==> config.mk <==
export PLATFORM = sky130hd
export DESIGN_NAME = multicycle_control
export DESIGN_NICKNAME = d
export VERILOG_FILES = /design/src/rtl/multicycle_control.sv
export SDC_FILE = /design/constraint.sdc
export NUM_CORES = 1
export LEC_CHECK = 0
export BUFFER_PORTS_ARGS = -buffer_cell sky130_fd_sc_hd__buf_2
export CORE_UTILIZATION = 44
export CTS_CLUSTER_DIAMETER = 200
export DETAILED_ROUTE_END_ITERATION = 8
export GPL_TIMING_DRIVEN = 0
export PLACE_DENSITY = 0.7
export SLEW_MARGIN = 20
export SYNTH_ARGS = -nofsm -noshare
export SYNTH_HDL_FRONTEND = slang
export SYNTH_SLANG_ARGS = --single-unit
==> constraint.sdc <==
create_clock -name clk -period 3.2 [get_ports clk]
set_clock_uncertainty 0.15 [all_clocks]
set_input_delay 0.64 -clock clk [delete_from_list [all_inputs] [get_ports clk]]
set_output_delay 0.64 -clock clk [all_outputs]
set_load 0.02 [all_outputs]
==> src/rtl/multicycle_control.sv <==
// multicycle_control
//   Moore control FSM for the shared-memory multicycle MIPS datapath.
//   Each instruction runs over 3-5 states: fetch, decode, execute,
//   memory and writeback. FETCH, MEMRD and MEMWR wait on mem_ready.
//
//   Inputs : clk, rst_n (async, active low), opcode (IR[31:26]),
//            mem_ready (memory finishes the current access this cycle)
//   Outputs: PC control (pc_write, pc_write_cond, branch_ne, pc_source),
//            memory control (i_or_d, mem_read, mem_write, ir_write),
//            register file control (mem_to_reg, reg_dst, reg_write),
//            ALU control (alu_src_a, alu_src_b, alu_op),
//            instr_done (retire pulse), illegal_op (bad-opcode pulse),
//            state (debug view of the current state)
module multicycle_control #(
   parameter int                  OPCODE_W = 6,
   parameter logic [OPCODE_W-1:0] ADDI_OP  = 6'b010000,
   parameter bit                  BNE_EN   = 1'b1,
   parameter int                  ALUOP_W  = 2
) (
   input  logic                clk,
   input  logic                rst_n,
   input  logic [OPCODE_W-1:0] opcode,
   input  logic                mem_ready,
   output logic                pc_write,
   output logic                pc_write_cond,
   output logic                branch_ne,
   output logic                i_or_d,
   output logic                mem_read,
   output logic                mem_write,
   output logic                ir_write,
   output logic                mem_to_reg,
   output logic                reg_dst,
   output logic                reg_write,
   output logic                alu_src_a,
   output logic [1:0]          alu_src_b,
   output logic [ALUOP_W-1:0]  alu_op,
   output logic [1:0]          pc_source,
   output logic                instr_done,
   output logic                illegal_op,
   output logic [3:0]          state
);

   localparam logic [OPCODE_W-1:0] OP_RTYPE = OPCODE_W'(6'b000000);
   localparam logic [OPCODE_W-1:0] OP_LW    = OPCODE_W'(6'b100011);
   localparam logic [OPCODE_W-1:0] OP_SW    = OPCODE_W'(6'b101011);
   localparam logic [OPCODE_W-1:0] OP_BEQ   = OPCODE_W'(6'b000100);
   localparam logic [OPCODE_W-1:0] OP_BNE   = OPCODE_W'(6'b000101);
   localparam logic [OPCODE_W-1:0] OP_J     = OPCODE_W'(6'b000010);

   typedef enum logic [3:0] {
      S_FETCH  = 4'd0,  S_DECODE = 4'd1,  S_MEMADR = 4'd2,  S_MEMRD  = 4'd3,
      S_MEMWB  = 4'd4,  S_MEMWR  = 4'd5,  S_EXEC   = 4'd6,  S_ALUWB  = 4'd7,
      S_BRANCH = 4'd8,  S_JUMP   = 4'd9,  S_ADDIEX = 4'd10, S_ADDIWB = 4'd11,
      S_IDLE   = 4'd12
   } state_t;

   // Pure-Moore control bits; registered from the next state so every
   // output comes straight off a flop and clears with the async reset.
   typedef struct packed {
      logic       fetch;      // in FETCH: ir_write/pc_write gated by mem_ready
      logic       pc_jump;    // unconditional PC load (JUMP)
      logic       pc_wcond;
      logic       i_or_d;
      logic       mem_read;
      logic       mem_write;
      logic       mem_to_reg;
      logic       reg_dst;
      logic       reg_write;
      logic       alu_src_a;
      logic [1:0] alu_src_b;
      logic [1:0] alu_op;
      logic [1:0] pc_source;
      logic       done;       // retire in states that do not wait on memory
   } ctl_t;

   state_t r_state;
   state_t w_next;
   ctl_t   r_ctl;
   ctl_t   w_ctl;
   logic   w_illegal;
   state_t w_dec_next;

   // Opcode dispatch out of DECODE
   always_comb begin
      w_illegal  = 1'b0;
      w_dec_next = S_FETCH;
      if (opcode == OP_RTYPE)                     w_dec_next = S_EXEC;
      else if (opcode == OP_LW || opcode == OP_SW) w_dec_next = S_MEMADR;
      else if (opcode == ADDI_OP)                 w_dec_next = S_ADDIEX;
      else if (opcode == OP_BEQ)                  w_dec_next = S_BRANCH;
      else if (BNE_EN && opcode == OP_BNE)        w_dec_next = S_BRANCH;
      else if (opcode == OP_J)                    w_dec_next = S_JUMP;
      else                                        w_illegal  = 1'b1;
   end

   always_comb begin
      w_next = r_state;
      case (r_state)
         S_IDLE:   w_next = S_FETCH;
         S_FETCH:  if (mem_ready) w_next = S_DECODE;
         S_DECODE: w_next = w_dec_next;
         S_MEMADR: w_next = (opcode == OP_LW) ? S_MEMRD : S_MEMWR;
         S_MEMRD:  if (mem_ready) w_next = S_MEMWB;
         S_MEMWR:  if (mem_ready) w_next = S_FETCH;
         S_EXEC:   w_next = S_ALUWB;
         S_ADDIEX: w_next = S_ADDIWB;
         S_MEMWB, S_ALUWB, S_ADDIWB, S_BRANCH, S_JUMP: w_next = S_FETCH;
         default:  w_next = S_IDLE;
      endcase
   end

   always_comb begin
      w_ctl = '0;
      case (w_next)
         S_FETCH: begin
            w_ctl.fetch     = 1'b1;
            w_ctl.mem_read  = 1'b1;
            w_ctl.alu_src_b = 2'b01;
         end
         S_DECODE: w_ctl.alu_src_b = 2'b11;
         S_MEMADR, S_ADDIEX: begin
            w_ctl.alu_src_a = 1'b1;
            w_ctl.alu_src_b = 2'b10;
         end
         S_MEMRD: begin
            w_ctl.mem_read = 1'b1;
            w_ctl.i_or_d   = 1'b1;
         end
         S_MEMWR: begin
            w_ctl.mem_write = 1'b1;
            w_ctl.i_or_d    = 1'b1;
         end
         S_MEMWB: begin
            w_ctl.reg_write  = 1'b1;
            w_ctl.mem_to_reg = 1'b1;
            w_ctl.done       = 1'b1;
         end
         S_EXEC: begin
            w_ctl.alu_src_a = 1'b1;
            w_ctl.alu_op    = 2'b10;
         end
         S_ALUWB: begin
            w_ctl.reg_write = 1'b1;
            w_ctl.reg_dst   = 1'b1;
            w_ctl.done      = 1'b1;
         end
         S_ADDIWB: begin
            w_ctl.reg_write = 1'b1;
            w_ctl.done      = 1'b1;
         end
         S_BRANCH: begin
            w_ctl.alu_src_a = 1'b1;
            w_ctl.alu_op    = 2'b01;
            w_ctl.pc_source = 2'b01;
            w_ctl.pc_wcond  = 1'b1;
            w_ctl.done      = 1'b1;
         end
         S_JUMP: begin
            w_ctl.pc_source = 2'b10;
            w_ctl.pc_jump   = 1'b1;
            w_ctl.done      = 1'b1;
         end
         default: w_ctl = '0;
      endcase
   end

   always_ff @(posedge clk or negedge rst_n) begin
      if (!rst_n) begin
         r_state <= S_IDLE;
         r_ctl   <= '0;
      end else begin
         r_state <= w_next;
         r_ctl   <= w_ctl;
      end
   end

   // Terms gated by mem_ready or opcode stay combinational; each is ANDed
   // with a registered state term, so all of them drop with reset.
   assign ir_write      = r_ctl.fetch & mem_ready;
   assign pc_write      = (r_ctl.fetch & mem_ready) | r_ctl.pc_jump;
   assign pc_write_cond = r_ctl.pc_wcond;
   assign branch_ne     = r_ctl.pc_wcond & (opcode == OP_BNE);
   assign i_or_d        = r_ctl.i_or_d;
   assign mem_read      = r_ctl.mem_read;
   assign mem_write     = r_ctl.mem_write;
   assign mem_to_reg    = r_ctl.mem_to_reg;
   assign reg_dst       = r_ctl.reg_dst;
   assign reg_write     = r_ctl.reg_write;
   assign alu_src_a     = r_ctl.alu_src_a;
   assign alu_src_b     = r_ctl.alu_src_b;
   assign alu_op        = ALUOP_W'(r_ctl.alu_op);
   assign pc_source     = r_ctl.pc_source;
   assign illegal_op    = (r_state == S_DECODE) & w_illegal;
   assign instr_done    = r_ctl.done | illegal_op |
                          ((r_state == S_MEMWR) & mem_ready);
   assign state         = r_state;

endmodule

==> impl_metrics.toml, run 1 <==
[synth]
ys_seq_area_share_pct = 45.0
ys.warnings.count = 0
avgSynthCellArea_sq_um = 10.4
ys_ff_latch = 18
synth.cell_area_sq_um = 1010
yosysUniqueCellTypes = 45
synthesis.instances = 97
synth_ff_type = "dfrtp_1"
async_reset_ff_share_pct = 100
syn_nets = 106
synth_edf_count = 0

[clock_tree]
ctsHoldBuffers = 0
cts-resized-gates = 0
clk_path_buf_depth = 2
clk_latency_ns = 0.29
cts.clk_slew.worst_paths_ns = 0.10
clock-sinks = 18
clock-root-buffer = "clkbuf_4"
htreeDepth = 1
cts_made_buffers = 3
cts_tree = "yes"
post-cts-setup-buffers = 0

[timing]
tightest_slew_ns = 0.535
timing.final.max_slew_violations = 0
min_period_ns = 2.83
worst_slack_ns = 0.371
maxSlewHeadroom_pct = 63.8
setup_viol = 0
finalHoldViolCount = 0
rsz0062_at_grt = "no"
fmax_mhz = 353
period_share_pct = 88.4
totalNegativeSetupSlack_ns = 0

[grt]
grt_pass1_wl_microns = 3450
grt_usage_pct = 19.0
antenna_found_initial = 0
grt_overflow = 0
grt_max_degree = 19
grt_pass1_vias = 717

[die]
fp.dieW_microns = 49.8
rows = 16
pin_count = 32
core_sq_um = 2060
initial_core_util_pct = 48.8
die_h_microns = 49.8
dieArea_sq_um = 2480

[layout]
final_area_sq_um = 1230
drive_above_1_share_pct = 43.9
largest_register_ffs = 4
syn_to_final_growth_pct = 22.4
nets = 142
n_antenna_cell = 0

[worst_setup_path]
crit_required_ns = 2.41
r2r_start = "state[3]"
worstPathArrival_ns = 2.04
cp-end-kind = "primary output"
setup.worst_path.class = "in -> out"
cp-start-kind = "input port"
crit_fanout = 6
crit_path_start = "opcode[0]"
reg2regPathDepth = 7
r2r_end = "mem_read"
r2r_setup_slack_ns = 0.89

[route]
routed_wl_microns = 2120
first_pass_iters = 4
post_drt_via_cell_ratio = 5.44
met2WireLength_microns = 991
drc_errors = 0
antenna_violating_nets_post_route = 0
route.vias.total = 865
wl_per_cell_microns = 13.4
drt-met1-wl_microns = 1020
route.met3.wl_microns = 82
highest_layer = "met4"
drt_iter0_drc = 25

[placed_design]
dp_hpwl_microns = 1610
place_ws_ns = 0.385
globalplace.congestion = 0.858
port_buffers = 31
placedInstanceArea_sq_um = 1200

[status]
status = "finished clean"

[flow_run]
cap_violations = 0

[hold_path]
hp-class = "in -> async"

[power_and_ir_drop]
power_uw = 535
p_leak_nw = 0.599
ir_drop_mv = 0.261
p_per_area_nw_per_um2 = 434
worst max-delay path, stage by stage:
cell and delay [ns]:
buf_2 0.13, or4_1 0.60, a21oi_1 0.18, nor3b_1 0.08
a211o_1 0.26, buf_2 0.15
cell usage after synthesis, drive strengths merged (3+ instances only):
| cell type | count | area (sq um) |
|---|---|---|
| nor2 | 6 | 22.5 |
| nand2b | 6 | 37.5 |
| buf | 10 | 71.3 |
| a21oi | 4 | 20.0 |
| nor4 | 3 | 33.8 |
| o31ai | 4 | 35.0 |
| o21ai | 4 | 23.8 |
| nand3 | 3 | 15.0 |
| nor3b | 3 | 27.5 |
| nor3 | 6 | 35.0 |
| dfrtp | 16 | 400 |
| or2 | 3 | 18.8 |
report_power, final:
part	switching (mW)	internal, mW	leakage (nW)
Combinational	0.0889	0.0566	0.347
Clock	0.0691	0.0693	0.0210
Sequential	0.00693	0.244	0.231
Total	0.165	0.370	0.599
stage by stage:
| stage | util [%] | cells | hold slack [ns] |
|---|---|---|---|
| 2_1_floorplan | - | 97 | 0.194 |
| 3_3_place_gp | 58.0 | 155 | 0.430 |
| 3_5_place_dp | 58.0 | 155 | 0.439 |
| 4_1_cts | 59.8 | 159 | 0.113 |
| 5_1_grt | 59.8 | 159 | 0.121 |
| 6_report | 59.8 | 159 | 0.105 |
area by class of cell:
cell class / count / area, sq um
clock buffers: 4 / 36.3
plain buffers: 12 / 78.8
well taps: 27 / 33.8
multi-input cells: 66 / 472
repair buffers: 31 / 155
inverters: 1 / 3.75
flip-flops and latches: 18 / 453
fillers: 178 / 830
kinds of logic after synthesis:
kind of cell / after synthesis / synth area share [%]
AO/OA/AOI/OAI: 21 / 16.3
flip-flops: 18 / 45.0
XOR/XNOR: 2 / 1.74
buffers and inverters: 13 / 8.20
AND/OR/NAND/NOR: 43 / 28.8
metal layers:
metal,global-route usage [%],vias up
li1,-,427
met1,27.6,406
met2,27.7,27
met3,3.70,5
met4,7.14,0
met5,0,-
worst max-delay path by stage:
stage                 endpoint  slack (ns)  cells past startpoint
finish              instr_done        0.37                      6
global route        instr_done        0.31                      6
CTS                 instr_done        0.39                      6
detailed placement  instr_done        0.38                      6
global placement    instr_done        0.40                      6
floorplan           instr_done        0.37                      5
placed cells by master (no fill, tap or decap), types with 2 or more instances in the layout:
master,count
dfrtp_1,16
nand4b_1,2
clkbuf_1,2
nor4_1,2
o21ai_0,2
a21oi_1,4
nor3_1,5
nor2_1,6
nand2b_1,6
nand3_1,3
nand2_1,2
o31ai_1,3
nor3b_1,2
or2_2,3
buf_4,6
buf_2,34
clkbuf_4,3
dfstp_2,2
Power figures use the tool's default switching activity.
==> run 2, diff against run 1 <==
- PLACE_DENSITY: 0.7 -> 0.72
- clock period: 3.2 -> 2.3 ns (I/O delays scaled with it)
==> run 2 against run 1 <==
The run now ends with setup timing left. First-iteration DRC count unchanged. Die area unchanged. Clock power increased by 38%. Power increased by 46%. Core utilization increased by 6.4 points. Flip-flop and latch count unchanged. Design area increased by 11%. Sequential share of layout area decreased by 3.6 points. Final cell count increased by 5.0%. Worst setup slack got worse by 0.40 ns. Critical endpoint unchanged. Largest power group unchanged.
==> impl_metrics.toml, run 2 (same netlist as run 1, synthesis figures left out) <==
[power_and_ir_drop]
power_uw = 782
combPwrFrac_pct = 31.2
p_switching_uw = 241
pwr-share-seq_pct = 44.6
internal_power_uw = 541
p_per_area_nw_per_um2 = 573
clkPwrFrac_pct = 24.3
ir_drop_mv = 0.402
swShare_pct = 30.9
p_leak_nw = 0.661

[route]
routed_wl_microns = 2370
drc_errors = 0
antenna_violating_nets_post_route = 0
route.vias.total = 917
first_pass_iters = 4
post_drt_via_cell_ratio = 5.49
drt_iter0_drc = 25
wl_per_cell_microns = 14.2

[timing]
timing.final.max_slew_violations = 0
rsz0062_at_grt = "yes"
worst_slack_ns = -0.0302
maxSlewHeadroom_pct = 61.1
tightest_slew_ns = 0.575
period_share_pct = 101
finalHoldViolCount = 0
fmax_mhz = 429
setup_viol = 1
min_period_ns = 2.33

[die]
die_h_microns = 49.8
fp.dieW_microns = 49.8
pin_count = 32
rows = 16
initial_core_util_pct = 48.8
dieArea_sq_um = 2480
core_sq_um = 2060

[worst_setup_path]
r2r_start = "state[2]"
r2r_setup_slack_ns = 0.02
r2r_end = "mem_read"
cp-start-kind = "input port"
crit_path_end = "instr_done"
setup.worst_path.class = "in -> out"
worstPathArrival_ns = 1.72
crit_path_start = "opcode[3]"
reg2regPathDepth = 6
cp-end-kind = "primary output"
crit_fanout = 7
crit_required_ns = 1.69

[grt]
grt_pass1_vias = 850
grt_util_met3_pct = 3.70
grt-busiest-layer = "met2"
grt_pass1_wl_microns = 3900
gr-usage-met2_pct = 34.2
grt_overflow = 0
antenna_found_initial = 0
met1_usage_pct = 28.5
grt_max_degree = 19
grt_usage_pct = 21.4

[clock_tree]
htreeDepth = 1
clock-root-buffer = "clkbuf_4"
clk_path_buf_depth = 2
clk_latency_ns = 0.29
clock-sinks = 18
cts_made_buffers = 3
cts.clk_slew.worst_paths_ns = 0.10
cts_tree = "yes"

[status]
status = "finished with violations"
violations = "setup timing"

[layout]
n_antenna_cell = 0
syn_to_final_growth_pct = 35.5
drive_above_1_share_pct = 50.7
layout_common_cells = "29 x buf_2, 16 x buf_4, 16 x dfrtp_1"
final_util_pct = 66.2
final_common_cell = "buf_2"
largest_register_ffs = 4
nets = 150

[placed_design]
dp_hpwl_microns = 1650
port_buffers = 31
globalplace.congestion = 0.862

[hold_path]
hp-class = "in -> reg"

[flow_run]
cap_violations = 0
[run 2: cell count changes in the layout (fill, tap and decap cells not counted), sizes merged]
cell         change
buf              +7
dlygate4sd3      +1
[run 2: stage by stage]
stage               TNS, ns  hold slack, ns  instances  worst slack (ns)  instance area, sq um
floorplan           -0.0105          0.0144         97           -0.0105                  1030
global placement     -0.286           0.248        155            -0.139                  1220
finish              -0.0302           0.392        167           -0.0302                  1370
CTS                 -0.0827           0.372        167           -0.0701                  1350
detailed placement   -0.310           0.257        155            -0.154                  1220
global route         -0.240           0.377        167            -0.102                  1370
[run 2: timing repair]
action / CTS / global route
hold buffers: 1 / 0
setup buffers: 8 / 2
pin swaps: 5 / 3
gates resized for setup: 10 / 3
setup endpoints to repair: 3 / 8
hold endpoints to repair: 16 / 0
gates cloned: 0 / 0
[run 2: power groups by stage]
stage / logic [mW] / clock network (mW) / registers, mW
after floorplan: 0.134 / 0 / 0.369
after global placement: 0.214 / 0 / 0.353
after detailed placement: 0.216 / 0 / 0.355
after CTS: 0.243 / 0.196 / 0.348
after global routing: 0.262 / 0.214 / 0.351
final: 0.244 / 0.190 / 0.349
[run 2: metal layers]
metal | vias up | share of wire [%]
li1 | 444 | -
met1 | 437 | 44
met5 | - | 0
met2 | 29 | 48
met4 | 0 | 2.3
met3 | 7 | 6.2
[run 2: final cells by class]
type	instances	area, sq um
Fill cell	174	697
Multi-Input combinational cell	66	514
Sequential cell	18	453
Timing Repair Buffer	42	263
Buffer	9	61.3
Clock buffer	4	36.3
Tap cell	27	33.8
Inverter	1	3.75
[run 2: worst max-delay path: stages]
cell	delay, ns
buf_2	0.14
or4_4	0.51
a21oi_4	0.18
nor3b_4	0.06
a211o_1	0.24
buf_6	0.13
[run 2: how the worst min path moves through the flow]
stage	slack, ns	endpoint	cells past startpoint	startpoint
5_1_grt	0.38	r_ctl[15]	3	opcode[0]
4_1_cts	0.37	r_ctl[15]	3	opcode[0]
3_5_place_dp	0.26	mem_write	1	rst_n
6_report	0.39	r_ctl[15]	3	opcode[0]
2_1_floorplan	0.01	alu_op[1]	0	rst_n
3_3_place_gp	0.25	i_or_d	1	rst_n
